## src/rtl/keypad_scan.sv

```systemverilog
// Scanned 4x4 active-low keypad reader: rotates one column low, samples rows per column,
// debounces whole-matrix frames and emits one-cycle press/release events with a key code.
module keypad_scan #(
   parameter int SCAN_DIV = 16,
   parameter int DEBOUNCE = 4
) (
   input  logic       iCLK,
   input  logic       iRST,
   input  logic [3:0] iRow,
   output logic [3:0] oCol,
   output logic [3:0] oKey,
   output logic       oValid,
   output logic       oRelease,
   output logic       oHeld
);

   // state   | meaning
   // IDLE    | no committed key; waiting for a stable single-key frame
   // PRESSED | a key press was committed; waiting for a stable empty frame
   typedef enum logic {
      IDLE    = 1'b0,
      PRESSED = 1'b1
   } stateT;

   localparam logic [3:0] DEB_MAX = 4'(DEBOUNCE);

   logic [3:0]          rRowMeta;
   logic [3:0]          rRowSync;
   logic [SCAN_DIV-1:0] rCnt;
   logic [3:0]          rColSel;
   logic [11:0]         rFrame;
   logic [15:0]         rLastFrame;
   logic [3:0]          rCount;
   stateT               rState;
   stateT               nextState;

   logic                tick;
   logic                frameDone;
   logic [15:0]         frameNow;
   logic [4:0]          bitCnt;
   logic [3:0]          keyCode;
   logic                isEmpty;
   logic                isSingle;
   logic                stable;
   logic                validNext;
   logic                releaseNext;

   always_ff @(posedge iCLK or posedge iRST) begin
      if (iRST) begin
         rRowMeta <= 4'b1111;
         rRowSync <= 4'b1111;
      end else begin
         rRowMeta <= iRow;
         rRowSync <= rRowMeta;
      end
   end

   assign tick      = &rCnt;
   assign frameDone = tick && rColSel[3];

   always_ff @(posedge iCLK or posedge iRST) begin
      if (iRST) begin
         rCnt    <= '0;
         rColSel <= 4'b0001;
      end else begin
         rCnt <= rCnt + {{(SCAN_DIV-1){1'b0}}, 1'b1};
         if (tick) begin
            rColSel <= {rColSel[2:0], rColSel[3]};
         end
      end
   end

   assign oCol = ~rColSel;

   // Columns 0..2 are stored; column 3 is taken straight from the synchronizer
   // on the completing tick so the whole frame is available in that cycle.
   always_ff @(posedge iCLK or posedge iRST) begin
      if (iRST) begin
         rFrame <= '0;
      end else if (tick) begin
         if (rColSel[0]) rFrame[3:0]  <= ~rRowSync;
         if (rColSel[1]) rFrame[7:4]  <= ~rRowSync;
         if (rColSel[2]) rFrame[11:8] <= ~rRowSync;
      end
   end

   assign frameNow = {~rRowSync, rFrame};

   always_comb begin
      bitCnt  = '0;
      keyCode = '0;
      for (int i = 0; i < 16; i++) begin
         bitCnt = bitCnt + {4'b0000, frameNow[i]};
         if (frameNow[i]) keyCode = 4'(i);
      end
      isEmpty  = (frameNow == 16'h0000);
      isSingle = (bitCnt == 5'd1);
   end

   always_ff @(posedge iCLK or posedge iRST) begin
      if (iRST) begin
         rLastFrame <= '0;
         rCount     <= '0;
      end else if (frameDone) begin
         if (frameNow != rLastFrame) begin
            rLastFrame <= frameNow;
            rCount     <= 4'd1;
         end else if (rCount < DEB_MAX) begin
            rCount <= rCount + 4'd1;
         end
      end
   end

   // Stable only on the completion where the count reaches the threshold,
   // so a long-held frame is acted on once.
   always_comb begin
      stable = 1'b0;
      if (frameDone) begin
         if (frameNow != rLastFrame) begin
            stable = (DEB_MAX == 4'd1);
         end else begin
            stable = (rCount < DEB_MAX) && ((rCount + 4'd1) == DEB_MAX);
         end
      end
   end

   always_ff @(posedge iCLK or posedge iRST) begin
      if (iRST) begin
         rState <= IDLE;
      end else begin
         rState <= nextState;
      end
   end

   always_comb begin
      nextState = rState;
      if (stable) begin
         case (rState)
            IDLE:    if (isSingle) nextState = PRESSED;
            PRESSED: if (isEmpty)  nextState = IDLE;
            default: nextState = IDLE;
         endcase
      end
   end

   always_comb begin
      validNext   = stable && (rState == IDLE) && isSingle;
      releaseNext = stable && (rState == PRESSED) && isEmpty;
   end

   always_ff @(posedge iCLK or posedge iRST) begin
      if (iRST) begin
         oKey     <= '0;
         oValid   <= 1'b0;
         oRelease <= 1'b0;
      end else begin
         oValid   <= validNext;
         oRelease <= releaseNext;
         if (validNext) oKey <= keyCode;
      end
   end

   assign oHeld = (rState == PRESSED);

endmodule

```

## config.mk

```make
export PLATFORM = sky130hd
export DESIGN_NAME = keypad_scan
export DESIGN_NICKNAME = d
export VERILOG_FILES = /design/src/rtl/keypad_scan.sv
export SDC_FILE = /design/constraint.sdc
export NUM_CORES = 1
export LEC_CHECK = 0
export ABC_AREA = 1
export CAP_MARGIN = 40
export CORE_MARGIN = 2
export CORE_UTILIZATION = 25
export CTS_BUF_LIST = sky130_fd_sc_hd__clkbuf_8 sky130_fd_sc_hd__clkbuf_16
export CTS_CLUSTER_SIZE = 25
export DETAILED_ROUTE_END_ITERATION = 8
export SYNTH_ARGS = -nofsm -noshare
export SYNTH_HDL_FRONTEND = slang
export SYNTH_SLANG_ARGS = --single-unit
export TNS_END_PERCENT = 20
```

## constraint.sdc

```tcl
create_clock -name iCLK -period 5.6 [get_ports iCLK]
set_input_delay 1.4 -clock iCLK [delete_from_list [all_inputs] [get_ports iCLK]]
set_output_delay 1.4 -clock iCLK [all_outputs]
set_load 0.02 [all_outputs]
```

==> run_results.csv, run 1 <==
group,metric,value,unit
outcome,status,"finished clean",
grt,globalRoute.totalOverflow,0,
critical_path,critPathCaptureType,"flop",
yosys,synth_cell_types,34,
critical_path,slowest_delay,0.50,ns
power_and_ir_drop,power.share.clock,48.2,%
power_and_ir_drop,p_total,1040,µW
sta,tns,0,ns
power_and_ir_drop,swShare,23.0,%
yosys,avgSynthCellArea,9.28,µm²
critical_path,critical-path-slowest-cell,"fa_1",
hold_path,min_path_cells,0,
clock_network,postCtsResizedCells,0,
sta,fin_skew,0.00512,ns
critical_path,start_kind,"flop",
critical_path,cp_top_family,"adder cells",
sta,rsz0062_at_grt,"false",
yosys,yosysWarnings,0,
sta,fin_crit,4.30,ns
placed_design,portBuffers,16,
power_and_ir_drop,ir_worst_vdd,0.146,mV
sta,hold_violations,0,
placed_design,dpl.hpwl,5350,µm
sta,max_freq,233,MHz
power_and_ir_drop,pwr-share-comb,4.4,%
die,floorplan.rows,43,
routing,wl,7010,µm
placed_design,place_inst,571,
clock_network,cts_hold_buf,0,
routing,viasPerCell,4.14,
critical_path,path_max_fanout,5,
die,dieWidth,122,µm
clock_network,clockBufferDepth,2,
grt,grt_pass1_vias,2566,
critical_path,rr_worst_depth,16,
yosys,syn_area,0.00351,mm²
yosys,synth-seq-cells,67,
clock_network,clk_pin_slew,0.06,ns
critical_path,cp_cell_sequence,"inv_1 -> fa_1 -> fa_1 -> inv_1 -> fa_1 -> inv_1 -> fa_1 -> inv_1 -> ha_1 -> fa_1 -> nor2_1 -> nand2_1 -> nor4_1 -> nand3_1 -> o21ai_1 -> inv_1",
sta,worstMarginPinSlew,0.803,ns
final_layout,diodes,0,
die,ios,17,
die,core_area,0.0138,mm²
clock_network,cts_made_buffers,9,
critical_path,path_buf_inv,5,
critical_path,path_depth,16,
clock_network,cts-root-buf,"clkbuf_16",
placed_design,placed_area,0.00385,mm²
grt,antenna_found_initial,0,
grt,grt_pass1_wl,12100,µm
die,die-area,0.0150,mm²
final_layout,nNetsFinal,427,
hold_path,holdCritPathClass,"flop to flop",
final_layout,fin_area,0.00413,mm²
final_layout,area_growth_syn_to_layout,17.6,%
power_and_ir_drop,switching_power,240,µW
grt,track_usage,10.4,%
routing,dr.first_iter.drc_count,122,
grt,grt_max_degree,40,
clock_network,cts_sinks,67,
yosys,synth_nets,403,
critical_path,cp_data_arrival_time,4.52,ns
sta,fin_crit_sh,76.8,%
routing,ant_nets,0,
die,die_h,122,µm
routing,first_pass_iters,4,
sta,slew_headroom,46.4,%
critical_path,critPathRequiredTime,5.82,ns
sta,finalMaxSlewViolations,0,
die,start_util,25.5,%
sta,setup_viol,0,
power_and_ir_drop,internal_power,804,µW
routing,vias,2432,
power_and_ir_drop,power.density,253,mW/mm²
final_layout,fin_cells,587,
power_and_ir_drop,power_frac_seq,47.5,%
clock_network,cts.htree.levels,3,
yosys,ys_seq_area_share,48.1,%
routing,wl_per_cell,11.9,µm
final_layout,layout-drive-gt1-share,14.3,%
flow_run,cap_violations,0,
routing,drc_errors,0,
critical_path,path_class,"flop to flop",
yosys,synthCells,378,
power_and_ir_drop,power.leakage,0.00199,µW
clock_network,clk_latency,0.33,ns
clock_network,cts_tree,"done",
clock_network,cts_setup_buffers,0,
placed_design,place.gp.congestion,0.881,
## power groups by stage
stage | logic (µW) | registers [µW] | clock network [µW]
after floorplan | 32.7 | 501 | 0
after detailed placement | 46.3 | 503 | 0
after global placement | 44.3 | 503 | 0
after global routing | 52.8 | 495 | 536
final | 45.6 | 495 | 503
after CTS | 46.6 | 495 | 516
## worst paths after layout
kind | slack, ns | startpoint | end
worst min-delay path | 0.35 | rRowMeta[0] | rRowSync[0]
min in group asynchronous | 1.55 | iRST | rColSel[1]
worst min register to register | 0.35 | rRowMeta[0] | rRowSync[0]
worst max register to register | 1.30 | rFrame[7] | oKey[2]
worst max-delay path | 1.30 | rFrame[7] | oKey[2]
max in group asynchronous | 3.14 | iRST | rRowSync[3]
## layout make-up
cell class | instances | area (µm²)
fillers | 1466 | 9650
clock inverters | 7 | 45.0
flip-flops and latches | 67 | 1690
repair buffers | 17 | 168
multi-input cells | 242 | 1530
well taps | 180 | 225
inverters | 65 | 245
clock buffers | 9 | 225
## kinds of logic after synthesis
kind of cell,count (synthesis),share of synthesized area (%)
compound gates,42,8.17
fa+ha+maj,19,8.92
simple gates,152,19.3
flops,67,48.1
buf+inv,69,8.31
xor+xnor,29,7.24
## routing by layer
metal | track usage (%) | wire [µm] | up-vias
met1 | 12.5 | 3020 | 1161
met2 | 17.8 | 3530 | 43
met5 | 0 | 0 | -
met3 | 2.37 | 327 | 12
li1 | - | - | 1216
met4 | 4.31 | 129 | 0
## cells in the final DEF, fill, tap and decap left out, drive strengths merged, types with 6 or more instances in the layout
master,synthesis,final
nor2,31,31
inv,64,66
clkbuf,0,9
dfstp,9,9
nand2,94,94
xnor2,16,16
dfrtp,58,58
fa,10,10
clkinv,1,6
clkdlybuf4s50,0,16
nand3,11,11
ha,9,9
nand4,6,6
xor2,13,13
o21ai,36,36
## state kept, by name, indices dropped and copies added (netlist names)
register,flops
rRowMeta,4
oHeld,1
oKey,4
rRowSync,4
rFrame,12
rCnt,16
oValid,1
rLastFrame,16
oRelease,1
rCount,4
rColSel,4
## cell usage after synthesis
master,count,share of area [%]
nor3b_1,1,0.21
inv_2,2,0.21
buf_8,2,0.86
o41ai_1,1,0.25
nand2_2,1,0.18
nor4_1,1,0.18
or2_2,1,0.18
nand3b_2,1,0.32
ha_1,9,3.2
dfrtp_1,58,41
a21oi_1,4,0.57
a31oi_1,1,0.18
nand3_2,2,0.57
nor4b_1,1,0.25
o21ai_2,16,4.0
clkinv_2,1,0.14
nor2_2,4,0.71
nor3_1,4,0.57
o21ai_0,16,2.3
nor3_4,1,0.46
buf_2,1,0.14
nand2_4,2,0.64
xnor2_1,16,4.0
dfstp_2,9,6.7
o21ai_1,3,0.43
nand4_1,6,1.1
xor2_1,13,3.2
inv_1,62,6.6
fa_1,10,5.7
nand3_1,9,1.3
nand2_1,91,9.7
buf_6,1,0.32
o21ai_4,1,0.46
nor2_1,27,2.9
## metrics by stage
stage               setup slack (ns)  util (%)  hold slack (ns)
finish                          1.30      30.0            0.354
global route                    1.09      30.0            0.357
CTS                             1.30      30.0            0.355
detailed placement              1.31      28.0            0.347
global placement                1.43      28.0            0.347
floorplan                       1.57         -            0.345
Note: power is estimated with default switching activity, not from simulation.
==> inputs of run 2 (changes only) <==
- clock period: 5.6 -> 4.08 ns (I/O delays scaled with it)
==> run 2 against run 1 <==
The flow now finishes with violations (negative setup slack). Die area unchanged. Count of clock-buffer cells in the layout up 1. Design area up 4.6%. First-iteration DRC count up 40%. Clock power up 65%. Largest cell class unchanged.
==> run_results.csv, run 2 (same netlist as run 1, synthesis figures left out) <==
group,metric,value,unit
outcome,status,"complete, but fails checks",
outcome,violations,"negative setup slack",
die,dieWidth,122,µm
sta,max_freq,241,MHz
clock_network,cts_setup_buffers,0,
critical_path,rr_startpoint,"rFrame[0]",
clock_network,cts_tree,"done",
critical_path,path_class,"flop to flop",
critical_path,path_buf_inv,5,
sta,fin_crit_sh,102,%
die,floorplan.rows,43,
die,ios,17,
final_layout,fill_cells,1474,
sta,rsz0062_at_grt,"true",
placed_design,placed_area,0.00398,mm²
power_and_ir_drop,p_total,1580,µW
grt,grt_pass1_wl,12200,µm
routing,viasPerCell,4.12,
sta,finalWorstSetupSlack,-0.0662,ns
clock_network,cts_sinks,67,
power_and_ir_drop,ir_worst_vdd,0.230,mV
grt,track_usage,10.6,%
sta,worstMarginPinSlew,0.477,ns
final_layout,layout_commonest_cell,"nand2_1",
routing,dr.first_iter.drc_count,171,
routing,drc_errors,0,
critical_path,cp_data_arrival_time,4.37,ns
power_and_ir_drop,power.leakage,0.00209,µW
grt,antenna_found_initial,0,
clock_network,clockBufferDepth,2,
critical_path,start_kind,"flop",
placed_design,dpl.hpwl,5440,µm
clock_network,cts.htree.levels,3,
power_and_ir_drop,power.density,366,mW/mm²
critical_path,critical-path-slowest-cell,"fa_1",
critical_path,cp_cell_sequence,"fa_1 -> inv_2 -> fa_1 -> inv_2 -> fa_1 -> inv_1 -> fa_1 -> inv_1 -> ha_2 -> fa_1 -> nor2_1 -> nand2_1 -> nor4_2 -> nand3_2 -> o21ai_1 -> inv_1",
critical_path,path_max_fanout,5,
routing,wl_per_cell,11.7,µm
hold_path,holdCritPathClass,"flop to flop",
critical_path,critPathRequiredTime,4.30,ns
routing,wl,7060,µm
critical_path,rrSetupSlack,-0.07,ns
die,start_util,25.5,%
flow_run,cap_violations,0,
critical_path,rr_worst_depth,16,
sta,fin_crit,4.15,ns
sta,fin_skew,0.00741,ns
sta,finalMaxSlewViolations,0,
critical_path,cp_top_family,"adder cells",
critical_path,crit_path_frequent_cell,"fa_1",
critical_path,endpoint,"oKey[2]",
grt,grt_max_degree,35,
clock_network,cts-root-buf,"clkbuf_16",
clock_network,clk_pin_slew,0.06,ns
critical_path,r2r_end,"oKey[2]",
placed_design,portBuffers,16,
clock_network,clk_latency,0.34,ns
clock_network,cts_made_buffers,9,
grt,globalRoute.totalOverflow,0,
final_layout,reg_top3,"rCnt: 16 flops, rLastFrame: 16 flops, rFrame: 12 flops",
die,core_area,0.0138,mm²
grt,grt_pass1_vias,2596,
sta,setup_viol,4,
sta,hold_ws,0.347,ns
die,die_h,122,µm
critical_path,cp-startpoint,"rFrame[0]",
final_layout,layout-drive-gt1-share,18.7,%
critical_path,slowest_delay,0.56,ns
sta,slew_headroom,68.2,%
final_layout,area_growth_syn_to_layout,23.0,%
final_layout,diodes,0,
critical_path,path_depth,16,
routing,first_pass_iters,4,
sta,hold_violations,0,
routing,ant_nets,0,
die,die-area,0.0150,mm²
final_layout,fin_area,0.00431,mm²
final_layout,nNetsFinal,443,
placed_design,place.gp.congestion,0.857,
final_layout,fin_util,31.3,%
routing,vias,2483,
critical_path,critPathCaptureType,"flop",
final_layout,final_cell_mix,"nand2_1, inv_1, dfrtp_1",
==> run 2: cell count changes in the layout (fill, tap and decap cells not counted), sizes merged <==
| cell | previous run | this run |
|---|---|---|
| clkinv | 6 | 2 |
| inv | 66 | 67 |
| clkbuf | 9 | 10 |
| buf | 1 | 17 |
| bufinv | 0 | 2 |
==> run 2: layer usage <==
metal	global-route usage [%]	up-vias	part of all wire (%)
li1	-	1250	-
met4	4.45	0	2.6
met5	0	-	0
met2	17.6	31	47
met3	2.42	15	3.1
met1	13.1	1187	47
==> run 2: metrics by stage <==
stage | TNS [ns] | setup slack, ns | cells
2_1_floorplan | 0 | 0.0473 | 378
3_3_place_gp | -0.0793 | -0.0289 | 587
3_5_place_dp | -0.423 | -0.130 | 587
4_1_cts | -0.145 | -0.0566 | 603
5_1_grt | -1.43 | -0.325 | 603
6_report | -0.186 | -0.0662 | 603
==> run 2: worst reg2reg max path, cell delays in order (launching register included) <==
cell and delay (ns):
dfrtp_1 0.40, fa_1 0.56, inv_2 0.04, fa_1 0.51, inv_2 0.04, fa_1 0.49
inv_1 0.05, fa_1 0.48, inv_1 0.04, ha_2 0.17, fa_1 0.43, nor2_1 0.09
nand2_1 0.10, nor4_2 0.27, nand3_2 0.15, o21ai_1 0.15, inv_1 0.05
==> run 2: timing repair <==
| action | CTS | global route |
|---|---|---|
| hold buffers | 0 | 0 |
| pin swaps | 6 | 3 |
| setup endpoints to repair | 4 | 6 |
| resized for setup | 3 | 3 |
==> run 2: worst min-delay path by stage <==
stage | from | to | cells past startpoint
floorplan | rRowMeta[0] | rRowSync[0] | 0
global placement | rRowMeta[1] | rRowSync[1] | 0
detailed placement | rRowMeta[0] | rRowSync[0] | 0
CTS | rRowMeta[2] | rRowSync[2] | 0
global route | rRowMeta[2] | rRowSync[2] | 0
finish | rRowMeta[2] | rRowSync[2] | 0
==> run 2: area by class of cell <==
| class | instances | area (µm²) | share of cell area (%) |
|---|---|---|---|
| well taps | 180 | 225 | 5.22 |
| repair buffers | 33 | 288 | 6.67 |
| multi-input cells | 242 | 1550 | 35.9 |
| clock buffers | 10 | 239 | 5.54 |
| flip-flops and latches | 67 | 1690 | 39.1 |
| clock inverters | 6 | 81.3 | 1.89 |
| inverters | 65 | 245 | 5.68 |
==> run 2: report_power, final <==
| group | internal (µW) | switching, µW | total (µW) | leakage (µW) |
|---|---|---|---|---|
| sequential | 672 | 2.36 | 675 | 0.000891 |
| combinational | 26.1 | 49.0 | 75.1 | 0.00104 |
| clock | 548 | 281 | 829 | 0.000165 |
